==> src/rtl/id_decode_stage_pkg.sv <==
// ISA constants and field helpers for the MIPS decode stage.
package id_decode_stage_pkg;

    // Primary opcodes
    localparam logic [5:0] OP_RTYPE  = 6'h00;
    localparam logic [5:0] OP_REGIMM = 6'h01;
    localparam logic [5:0] OP_J      = 6'h02;
    localparam logic [5:0] OP_JAL    = 6'h03;
    localparam logic [5:0] OP_BEQ    = 6'h04;
    localparam logic [5:0] OP_BNE    = 6'h05;
    localparam logic [5:0] OP_BLEZ   = 6'h06;
    localparam logic [5:0] OP_BGTZ   = 6'h07;
    localparam logic [5:0] OP_ADDIU  = 6'h09;
    localparam logic [5:0] OP_ANDI   = 6'h0C;
    localparam logic [5:0] OP_ORI    = 6'h0D;
    localparam logic [5:0] OP_XORI   = 6'h0E;
    localparam logic [5:0] OP_LUI    = 6'h0F;

    // R-type function codes that redirect fetch
    localparam logic [5:0] FN_JR     = 6'h08;
    localparam logic [5:0] FN_JALR   = 6'h09;

    // REGIMM rt selectors
    localparam logic [4:0] RT_BLTZ   = 5'h00;
    localparam logic [4:0] RT_BGEZ   = 5'h01;

    // Canonical nop (sll r0, r0, 0)
    localparam logic [31:0] NOP_INSN = 32'h0000_0000;

    // How the 16-bit immediate is widened
    typedef enum logic [1:0] {
        EXT_SIGN = 2'd0,
        EXT_ZERO = 2'd1,
        EXT_LUI  = 2'd2
    } ext_kind_e;

    function automatic logic [5:0]  f_op(input logic [31:0] ir);    return ir[31:26]; endfunction
    function automatic logic [4:0]  f_rs(input logic [31:0] ir);    return ir[25:21]; endfunction
    function automatic logic [4:0]  f_rt(input logic [31:0] ir);    return ir[20:16]; endfunction
    function automatic logic [5:0]  f_funct(input logic [31:0] ir); return ir[5:0];   endfunction
    function automatic logic [15:0] f_imm(input logic [31:0] ir);   return ir[15:0];  endfunction
    function automatic logic [25:0] f_idx(input logic [31:0] ir);   return ir[25:0];  endfunction

    function automatic ext_kind_e ext_kind(input logic [5:0] op);
        ext_kind_e k;
        k = EXT_SIGN;
        if (op == OP_ANDI || op == OP_ORI || op == OP_XORI) k = EXT_ZERO;
        else if (op == OP_LUI)                             k = EXT_LUI;
        return k;
    endfunction

endpackage

==> src/rtl/id_decode_stage_if.sv <==
// Bundle of decode-stage signals between the pipeline control/datapath (master)
// and the decode stage (slave).
//
// Flow control: there is no ready back-pressure on this stage. stall_d or
// flush_e high at a rising edge makes the D/E register load a bubble
// (all fields zero, valid_e=0); otherwise the D/E register captures the
// current instruction and valid_e=1 marks it as real work for E.
interface id_decode_stage_if #(
    parameter int XLEN = 32,
    parameter int AW   = 5
);
    logic            stall_d;
    logic            flush_e;
    logic [31:0]     ir_d;
    logic [XLEN-1:0] pc4_d;
    logic [XLEN-1:0] fwd_rs_d;
    logic [XLEN-1:0] fwd_rt_d;
    logic            wb_we;
    logic [AW-1:0]   wb_addr;
    logic [XLEN-1:0] wb_data;

    logic [XLEN-1:0] rf_rs_d;
    logic [XLEN-1:0] rf_rt_d;
    logic            pc_src_d;
    logic [XLEN-1:0] npc_d;
    logic [31:0]     ir_e;
    logic [XLEN-1:0] pc4_e;
    logic [XLEN-1:0] rs_e;
    logic [XLEN-1:0] rt_e;
    logic [XLEN-1:0] ext_e;
    logic            valid_e;

    modport master (
        output stall_d, flush_e, ir_d, pc4_d, fwd_rs_d, fwd_rt_d,
               wb_we, wb_addr, wb_data,
        input  rf_rs_d, rf_rt_d, pc_src_d, npc_d,
               ir_e, pc4_e, rs_e, rt_e, ext_e, valid_e
    );

    modport slave (
        input  stall_d, flush_e, ir_d, pc4_d, fwd_rs_d, fwd_rt_d,
               wb_we, wb_addr, wb_data,
        output rf_rs_d, rf_rt_d, pc_src_d, npc_d,
               ir_e, pc4_e, rs_e, rt_e, ext_e, valid_e
    );
endinterface

==> src/rtl/id_decode_stage_regfile.sv <==
// 2-read / 1-write register file with write-through bypass; r0 reads zero.
module id_regfile #(
    parameter int XLEN = 32,
    parameter int NREG = 32,
    parameter int AW   = 5
) (
    input  logic            clk,
    input  logic            rst,
    input  logic            we,
    input  logic [AW-1:0]   waddr,
    input  logic [XLEN-1:0] wdata,
    input  logic [AW-1:0]   raddr_a,
    input  logic [AW-1:0]   raddr_b,
    output logic [XLEN-1:0] rdata_a,
    output logic [XLEN-1:0] rdata_b
);

    logic [XLEN-1:0] mem_q [NREG];
    logic [XLEN-1:0] mem_d [NREG];

    // Next register contents: a single write per cycle, r0 never written
    always_comb begin
        mem_d = mem_q;
        if (we && (waddr != '0) && (int'(waddr) < NREG)) begin
            mem_d[waddr] = wdata;
        end
    end

    // Storage; reset clears every entry
    always_ff @(posedge clk or posedge rst) begin
        if (rst) begin
            for (int i = 0; i < NREG; i++) mem_q[i] <= '0;
        end else begin
            mem_q <= mem_d;
        end
    end

    // Read port A; a same-cycle write is returned directly so W->D needs no stall.
    // Bypass is suppressed in reset so reads show the cleared file immediately.
    always_comb begin
        rdata_a = '0;
        if (raddr_a != '0) begin
            if (we && !rst && (raddr_a == waddr)) rdata_a = wdata;
            else if (int'(raddr_a) < NREG)       rdata_a = mem_q[raddr_a];
        end
    end

    // Read port B, same rules as port A
    always_comb begin
        rdata_b = '0;
        if (raddr_b != '0) begin
            if (we && !rst && (raddr_b == waddr)) rdata_b = wdata;
            else if (int'(raddr_b) < NREG)       rdata_b = mem_q[raddr_b];
        end
    end

endmodule

==> src/rtl/id_decode_stage.sv <==
// MIPS decode stage: register read, immediate extension, branch/jump
// resolution in D and the D/E pipeline register.
module id_decode_stage
    import id_decode_stage_pkg::*;
#(
    parameter int XLEN = 32,
    parameter int NREG = 32,
    parameter int AW   = 5
) (
    input  logic               clk,
    input  logic               reset,
    id_decode_stage_if.slave   bus
);

    logic [5:0]      op;
    logic [4:0]      rs_f;
    logic [4:0]      rt_f;
    logic [5:0]      funct;
    logic [15:0]     imm;
    logic [25:0]     idx;
    logic [XLEN-1:0] imm_sext;
    logic [XLEN-1:0] ext_c;
    logic [XLEN-1:0] br_target;
    logic [XLEN-1:0] j_target;
    logic [XLEN-1:0] npc_c;
    logic            redirect_c;
    logic            rs_neg;
    logic            rs_zero;

    assign op       = f_op(bus.ir_d);
    assign rs_f     = f_rs(bus.ir_d);
    assign rt_f     = f_rt(bus.ir_d);
    assign funct    = f_funct(bus.ir_d);
    assign imm      = f_imm(bus.ir_d);
    assign idx      = f_idx(bus.ir_d);
    assign imm_sext = {{(XLEN-16){imm[15]}}, imm};

    id_regfile #(.XLEN(XLEN), .NREG(NREG), .AW(AW)) u_rf (
        .clk     (clk),
        .rst     (reset),
        .we      (bus.wb_we),
        .waddr   (bus.wb_addr),
        .wdata   (bus.wb_data),
        .raddr_a (AW'(rs_f)),
        .raddr_b (AW'(rt_f)),
        .rdata_a (bus.rf_rs_d),
        .rdata_b (bus.rf_rt_d)
    );

    // Immediate widening chosen by opcode
    always_comb begin
        ext_c = imm_sext;
        case (ext_kind(op))
            EXT_ZERO: ext_c = XLEN'(imm);
            EXT_LUI:  ext_c = XLEN'({imm, 16'h0000});
            default:  ext_c = imm_sext;
        endcase
    end

    assign br_target = bus.pc4_d + (imm_sext << 2);
    assign j_target  = {bus.pc4_d[XLEN-1:28], idx, 2'b00};
    assign rs_neg    = bus.fwd_rs_d[XLEN-1];
    assign rs_zero   = (bus.fwd_rs_d == '0);

    // Early branch/jump resolution on the forwarded operands (signed compares)
    always_comb begin
        npc_c      = bus.pc4_d;
        redirect_c = 1'b0;
        case (op)
            OP_BEQ: begin
                npc_c      = br_target;
                redirect_c = (bus.fwd_rs_d == bus.fwd_rt_d);
            end
            OP_BNE: begin
                npc_c      = br_target;
                redirect_c = (bus.fwd_rs_d != bus.fwd_rt_d);
            end
            OP_BLEZ: begin
                npc_c      = br_target;
                redirect_c = rs_neg || rs_zero;
            end
            OP_BGTZ: begin
                npc_c      = br_target;
                redirect_c = !rs_neg && !rs_zero;
            end
            OP_REGIMM: begin
                if (rt_f == RT_BLTZ) begin
                    npc_c      = br_target;
                    redirect_c = rs_neg;
                end else if (rt_f == RT_BGEZ) begin
                    npc_c      = br_target;
                    redirect_c = !rs_neg;
                end
            end
            OP_J, OP_JAL: begin
                npc_c      = j_target;
                redirect_c = 1'b1;
            end
            OP_RTYPE: begin
                if (funct == FN_JR || funct == FN_JALR) begin
                    npc_c      = bus.fwd_rs_d;
                    redirect_c = 1'b1;
                end
            end
            default: begin
                npc_c      = bus.pc4_d;
                redirect_c = 1'b0;
            end
        endcase
    end

    // Operands are not final while stalled, so never redirect then
    assign bus.npc_d    = npc_c;
    assign bus.pc_src_d = redirect_c && !bus.stall_d;

    logic [31:0]     ir_e_q,  ir_e_d;
    logic [XLEN-1:0] pc4_e_q, pc4_e_d;
    logic [XLEN-1:0] rs_e_q,  rs_e_d;
    logic [XLEN-1:0] rt_e_q,  rt_e_d;
    logic [XLEN-1:0] ext_e_q, ext_e_d;
    logic            valid_e_q, valid_e_d;

    // D/E next value: bubble on stall or flush, otherwise capture D
    always_comb begin
        ir_e_d    = NOP_INSN;
        pc4_e_d   = '0;
        rs_e_d    = '0;
        rt_e_d    = '0;
        ext_e_d   = '0;
        valid_e_d = 1'b0;
        if (!(bus.stall_d || bus.flush_e)) begin
            ir_e_d    = bus.ir_d;
            pc4_e_d   = bus.pc4_d;
            rs_e_d    = bus.fwd_rs_d;
            rt_e_d    = bus.fwd_rt_d;
            ext_e_d   = ext_c;
            valid_e_d = 1'b1;
        end
    end

    // D/E register with asynchronous clear
    always_ff @(posedge clk or posedge reset) begin
        if (reset) begin
            ir_e_q    <= '0;
            pc4_e_q   <= '0;
            rs_e_q    <= '0;
            rt_e_q    <= '0;
            ext_e_q   <= '0;
            valid_e_q <= 1'b0;
        end else begin
            ir_e_q    <= ir_e_d;
            pc4_e_q   <= pc4_e_d;
            rs_e_q    <= rs_e_d;
            rt_e_q    <= rt_e_d;
            ext_e_q   <= ext_e_d;
            valid_e_q <= valid_e_d;
        end
    end

    assign bus.ir_e    = ir_e_q;
    assign bus.pc4_e   = pc4_e_q;
    assign bus.rs_e    = rs_e_q;
    assign bus.rt_e    = rt_e_q;
    assign bus.ext_e   = ext_e_q;
    assign bus.valid_e = valid_e_q;

endmodule

==> src/flat_wrapper.sv <==
// flat-port wrapper written by rule: the top's interface ports become plain ports
module id_decode_stage_flat import id_decode_stage_pkg::*;
#(
    parameter int XLEN = 32,
    parameter int NREG = 32,
    parameter int AW   = 5
)
  (clk, reset, bus_stall_d, bus_flush_e, bus_ir_d, bus_pc4_d, bus_fwd_rs_d, bus_fwd_rt_d, bus_wb_we, bus_wb_addr, bus_wb_data, bus_rf_rs_d, bus_rf_rt_d, bus_pc_src_d, bus_npc_d, bus_ir_e, bus_pc4_e, bus_rs_e, bus_rt_e, bus_ext_e, bus_valid_e);
  id_decode_stage_if #(.XLEN(XLEN), .AW(AW)) bus_i ();
  input  logic clk;
  input  logic reset;
  input wire logic [$bits(bus_i.stall_d)-1:0] bus_stall_d;
  input wire logic [$bits(bus_i.flush_e)-1:0] bus_flush_e;
  input wire logic [$bits(bus_i.ir_d)-1:0] bus_ir_d;
  input wire logic [$bits(bus_i.pc4_d)-1:0] bus_pc4_d;
  input wire logic [$bits(bus_i.fwd_rs_d)-1:0] bus_fwd_rs_d;
  input wire logic [$bits(bus_i.fwd_rt_d)-1:0] bus_fwd_rt_d;
  input wire logic [$bits(bus_i.wb_we)-1:0] bus_wb_we;
  input wire logic [$bits(bus_i.wb_addr)-1:0] bus_wb_addr;
  input wire logic [$bits(bus_i.wb_data)-1:0] bus_wb_data;
  output wire logic [$bits(bus_i.rf_rs_d)-1:0] bus_rf_rs_d;
  output wire logic [$bits(bus_i.rf_rt_d)-1:0] bus_rf_rt_d;
  output wire logic [$bits(bus_i.pc_src_d)-1:0] bus_pc_src_d;
  output wire logic [$bits(bus_i.npc_d)-1:0] bus_npc_d;
  output wire logic [$bits(bus_i.ir_e)-1:0] bus_ir_e;
  output wire logic [$bits(bus_i.pc4_e)-1:0] bus_pc4_e;
  output wire logic [$bits(bus_i.rs_e)-1:0] bus_rs_e;
  output wire logic [$bits(bus_i.rt_e)-1:0] bus_rt_e;
  output wire logic [$bits(bus_i.ext_e)-1:0] bus_ext_e;
  output wire logic [$bits(bus_i.valid_e)-1:0] bus_valid_e;
  assign bus_i.stall_d = bus_stall_d;
  assign bus_i.flush_e = bus_flush_e;
  assign bus_i.ir_d = bus_ir_d;
  assign bus_i.pc4_d = bus_pc4_d;
  assign bus_i.fwd_rs_d = bus_fwd_rs_d;
  assign bus_i.fwd_rt_d = bus_fwd_rt_d;
  assign bus_i.wb_we = bus_wb_we;
  assign bus_i.wb_addr = bus_wb_addr;
  assign bus_i.wb_data = bus_wb_data;
  assign bus_rf_rs_d = bus_i.rf_rs_d;
  assign bus_rf_rt_d = bus_i.rf_rt_d;
  assign bus_pc_src_d = bus_i.pc_src_d;
  assign bus_npc_d = bus_i.npc_d;
  assign bus_ir_e = bus_i.ir_e;
  assign bus_pc4_e = bus_i.pc4_e;
  assign bus_rs_e = bus_i.rs_e;
  assign bus_rt_e = bus_i.rt_e;
  assign bus_ext_e = bus_i.ext_e;
  assign bus_valid_e = bus_i.valid_e;
  id_decode_stage #(.XLEN(XLEN), .NREG(NREG), .AW(AW)) u_core (.clk(clk), .reset(reset), .bus(bus_i));
endmodule
==> config.mk <==
export PLATFORM = sky130hd
export DESIGN_NAME = id_decode_stage_flat
export DESIGN_NICKNAME = d
export VERILOG_FILES = /design/src/rtl/id_decode_stage_pkg.sv /design/src/rtl/id_decode_stage_if.sv /design/src/rtl/id_decode_stage_regfile.sv /design/src/rtl/id_decode_stage.sv /design/src/flat_wrapper.sv
export SDC_FILE = /design/constraint.sdc
export NUM_CORES = 2
export LEC_CHECK = 0
export ABC_AREA = 1
export ABC_CLOCK_PERIOD_IN_PS = 57900
export BUFFER_PORTS_ARGS = -buffer_cell sky130_fd_sc_hd__buf_2
export CAP_MARGIN = 15
export CORE_MARGIN = 8
export CORE_UTILIZATION = 45
export CTS_CLUSTER_DIAMETER = 120
export DETAILED_ROUTE_END_ITERATION = 10
export PLACE_DENSITY = 0.67
export REMOVE_ABC_BUFFERS = 1
export SLEW_MARGIN = 5
export SYNTH_ARGS = -nofsm -noshare
export SYNTH_HDL_FRONTEND = slang
export SYNTH_SLANG_ARGS = --single-unit
==> constraint.sdc <==
create_clock -name clk -period 57.9 [get_ports clk]
set_input_delay 11.58 -clock clk [delete_from_list [all_inputs] [get_ports clk]]
set_output_delay 11.58 -clock clk [all_outputs]
set_load 0.02 [all_outputs]
==> impl_metrics.env <==
export IMPL_ios=428
export IMPL_rows=138
export IMPL_vias=64200
export IMPL_grt_pass1_vias=59900
export IMPL_syn_area_um2=63900
export IMPL_cpMaxStageDelayCell="buf_4"
export IMPL_synthToLayoutAreaGrowth_pct=11.4
export IMPL_finalSetupViolCount=0
export IMPL_end_kind="output port"
export IMPL_final_cell_area_um2=71100
export IMPL_status="finished, final reports clean"
export IMPL_yosysWarnings=0
export IMPL_path_clk_slew_ns=0.06
export IMPL_cts_tree="built"
export IMPL_cap_violations=0
export IMPL_use_met3_pct=8.09
export IMPL_antenna_found_initial=21
export IMPL_postRouteAntennaNets=0
export IMPL_rsz0062_at_grt="no"
export IMPL_crit_required_ns=46.32
export IMPL_fin_crit_ns=27.24
export IMPL_insertion_delay_ns=0.75
export IMPL_p_per_area_nw_per_um2=33.8
export IMPL_die_w_um=393
export IMPL_first_pass_iters=6
export IMPL_numPortBuffers=427
export IMPL_grt_met2_usage_pct=50.8
export IMPL_peakVddDrop_v=0.0000274
export IMPL_layout_cells_non_filler=10500
export IMPL_grt_pass1_wl_um=387000
export IMPL_hold_viol_final=0
export IMPL_syn_inst=8596
export IMPL_p_leak_nw=33.3
export IMPL_gr_max_usage_layer="met2"
export IMPL_synth_top_area_share_pct=46.4
export IMPL_finalCritPeriodShare_pct=47.1
export IMPL_seq_area_frac_synth_pct=46.4
export IMPL_cp_common_cell="nand3_1"
export IMPL_startpoint_type="input pin"
export IMPL_drv_slew=0
export IMPL_tightest_slew_ns=1.24
export IMPL_fmaxAchievable_mhz=36.7
export IMPL_floorplan_initialDensity_pct=45.2
export IMPL_routed_via_density=6.12
export IMPL_slew_headroom_pct=17.5
export IMPL_met1_usage_pct=42.2
export IMPL_path_class="in2out"
export IMPL_track_usage_pct=33.0
export IMPL_cpPeakStageDelay_ns=0.90
export IMPL_yosysTopAreaCell="dfrtp_1"
export IMPL_path_cells="buf_8, inv_4, nor2_4, buf_4, buf_4, nand2_1, o211ai_1, nand3_1, nand3_1, nand3_1, a21oi_1, buf_2"
export IMPL_ys_seq_elements=1185
export IMPL_cts_resized=0
export IMPL_dp_hpwl_um=149000
export IMPL_gp_congestion=0.984
export IMPL_numClockSinks=1185
export IMPL_hold_buffers=0
export IMPL_netlist_top_cells_area="dfrtp_1, nand2_1, o21ai_0, o211ai_1, nand3_1"
export IMPL_wl_um=264000
export IMPL_dieArea_um2=154000
export IMPL_fin_nets=8696
export IMPL_critPathMaxFanout=67
export IMPL_cts_buffers=136
export IMPL_drive_above_1_share_pct=9.14
export IMPL_synth_distinct_cells=37
export IMPL_wire_per_inst_um=25.2
export IMPL_clockBufferDepth=3
export IMPL_grt_max_degree=188
export IMPL_coreArea_um2=141000
export IMPL_overflow=0
export IMPL_clock_skew_ns=0
export IMPL_dp_cells=10200
export IMPL_fillers=13700
export IMPL_cts_setup_buffers=0
export IMPL_drc=0
export IMPL_dieHeight_um=393
export IMPL_synth_area_per_cell_um2=7.43
export IMPL_drt_iter0_drc=8755
export IMPL_clock_root_buffer="clkbuf_16"
export IMPL_placed_area_um2=66500
export IMPL_hp_class="reg2reg"
export IMPL_setup_tns_ns=0
export IMPL_htreeDepth=4
export IMPL_crit_arrival_ns=15.66
[final timing paths]
path | depth (start not counted) | end | startpoint | slack, ns
setup reg to reg | 2 | u_core.u_rf.mem_q[122] | u_core.u_rf.mem_q[122] | 57.10
hold / removal | 0 | u_core.u_rf.mem_q[1007] | u_core.u_rf.mem_q[1007] | 0.40
min in group asynchronous | 2 | u_core.u_rf.mem_q[955] | reset | 10.85
max in group asynchronous | 7 | u_core.u_rf.mem_q[288] | reset | 42.40
hold reg to reg | 0 | u_core.u_rf.mem_q[1007] | u_core.u_rf.mem_q[1007] | 0.40
setup / recovery | 12 | bus_rf_rt_d[17] | bus_ir_d[16] | 30.66
[metal layers]
metal  share of wire, %  routed length, um
met4                6.5              17100
met2                 44             116000
met5              0.041                108
met1                 38             100000
met3                 12              30500
[worst max-delay path: cells and delay by family]
family                 cells  cell delay (ns)
buffers and inverters      5             2.66
AO/OA/AOI/OAI              2             0.67
AND/OR/NAND/NOR            5             0.59
[where the power goes]
part	total (mW)	switching (mW)	leakage, nW	internal, mW
clock network	0.894	0.374	2.24	0.519
registers	1.06	0.0916	15.2	0.968
logic	0.448	0.301	15.9	0.146
total	2.40	0.767	33.3	1.63
[layout make-up]
| class | count | area, um^2 | area share [%] |
|---|---|---|---|
| Antenna cell | 11 | 27.5 | 0.0387 |
| Multi-Input combinational cell | 6038 | 29200 | 41.0 |
| Tap cell | 1890 | 2360 | 3.32 |
| Timing Repair Buffer | 512 | 2970 | 4.17 |
| Sequential cell | 1185 | 29700 | 41.7 |
| Clock inverter | 49 | 636 | 0.894 |
| Clock buffer | 197 | 3920 | 5.52 |
| Inverter | 623 | 2370 | 3.33 |
[sequential cells by signal, indices dropped and copies added (netlist names)]
signal,flops
u_core.bus.ext_e,32
u_core.u_rf.mem_q,1024
u_core.bus.rs_e,32
u_core.bus.valid_e,1
u_core.bus.ir_e,32
u_core.bus.rt_e,32
u_core.bus.pc4_e,32
[cells in the final DEF (no fill, tap or decap), types with 29 or more instances in the layout]
cell type	count
buf_2	419
nand3_1	640
nand4_1	146
buf_4	77
o21ai_0	1378
clkbuf_8	29
dfrtp_1	1185
ha_1	29
clkbuf_16	136
inv_1	606
clkbuf_1	32
nor2_1	406
o211ai_1	545
a21oi_1	382
nand2_1	2310
nor3_1	36
[cells by family after synthesis]
logic type | after synthesis | share of synthesized area (%)
simple gates | 3593 | 23.2
compound gates | 2395 | 21.2
buf+inv | 1373 | 8.29
flops | 1185 | 46.4
fa+ha+maj | 30 | 0.599
xor+xnor | 20 | 0.274
[cells in the mapped netlist, drive strengths merged]
cell type  count
a21o           1
a21oi        382
a221oi         1
a31oi         13
and2           1
buf          179
clkbuf       571
clkinv         4
dfrtp       1185
fa             1
ha            29
inv          619
nand2       2339
nand3        641
nand3b         5
nand4        146
nor2         416
nor3          40
nor4           3
nor4b          1
o2111ai       18
o211ai       545
o21a           3
o21ai       1391
o21bai         3
o221ai        23
o22ai         15
or2            1
xnor2         16
xor2           4
[per-stage QoR]
stage	hold slack [ns]	worst slack (ns)	utilization [%]	power, mW
finish	0.400	30.66	50.4	2.40
global placement	0.386	30.98	47.1	1.49
global route	0.413	30.66	50.3	2.51
detailed placement	0.388	30.94	47.1	1.51
floorplan	0.374	5.87	-	1.34
CTS	0.402	30.96	50.3	2.40
(Power assumes the default switching activity.)
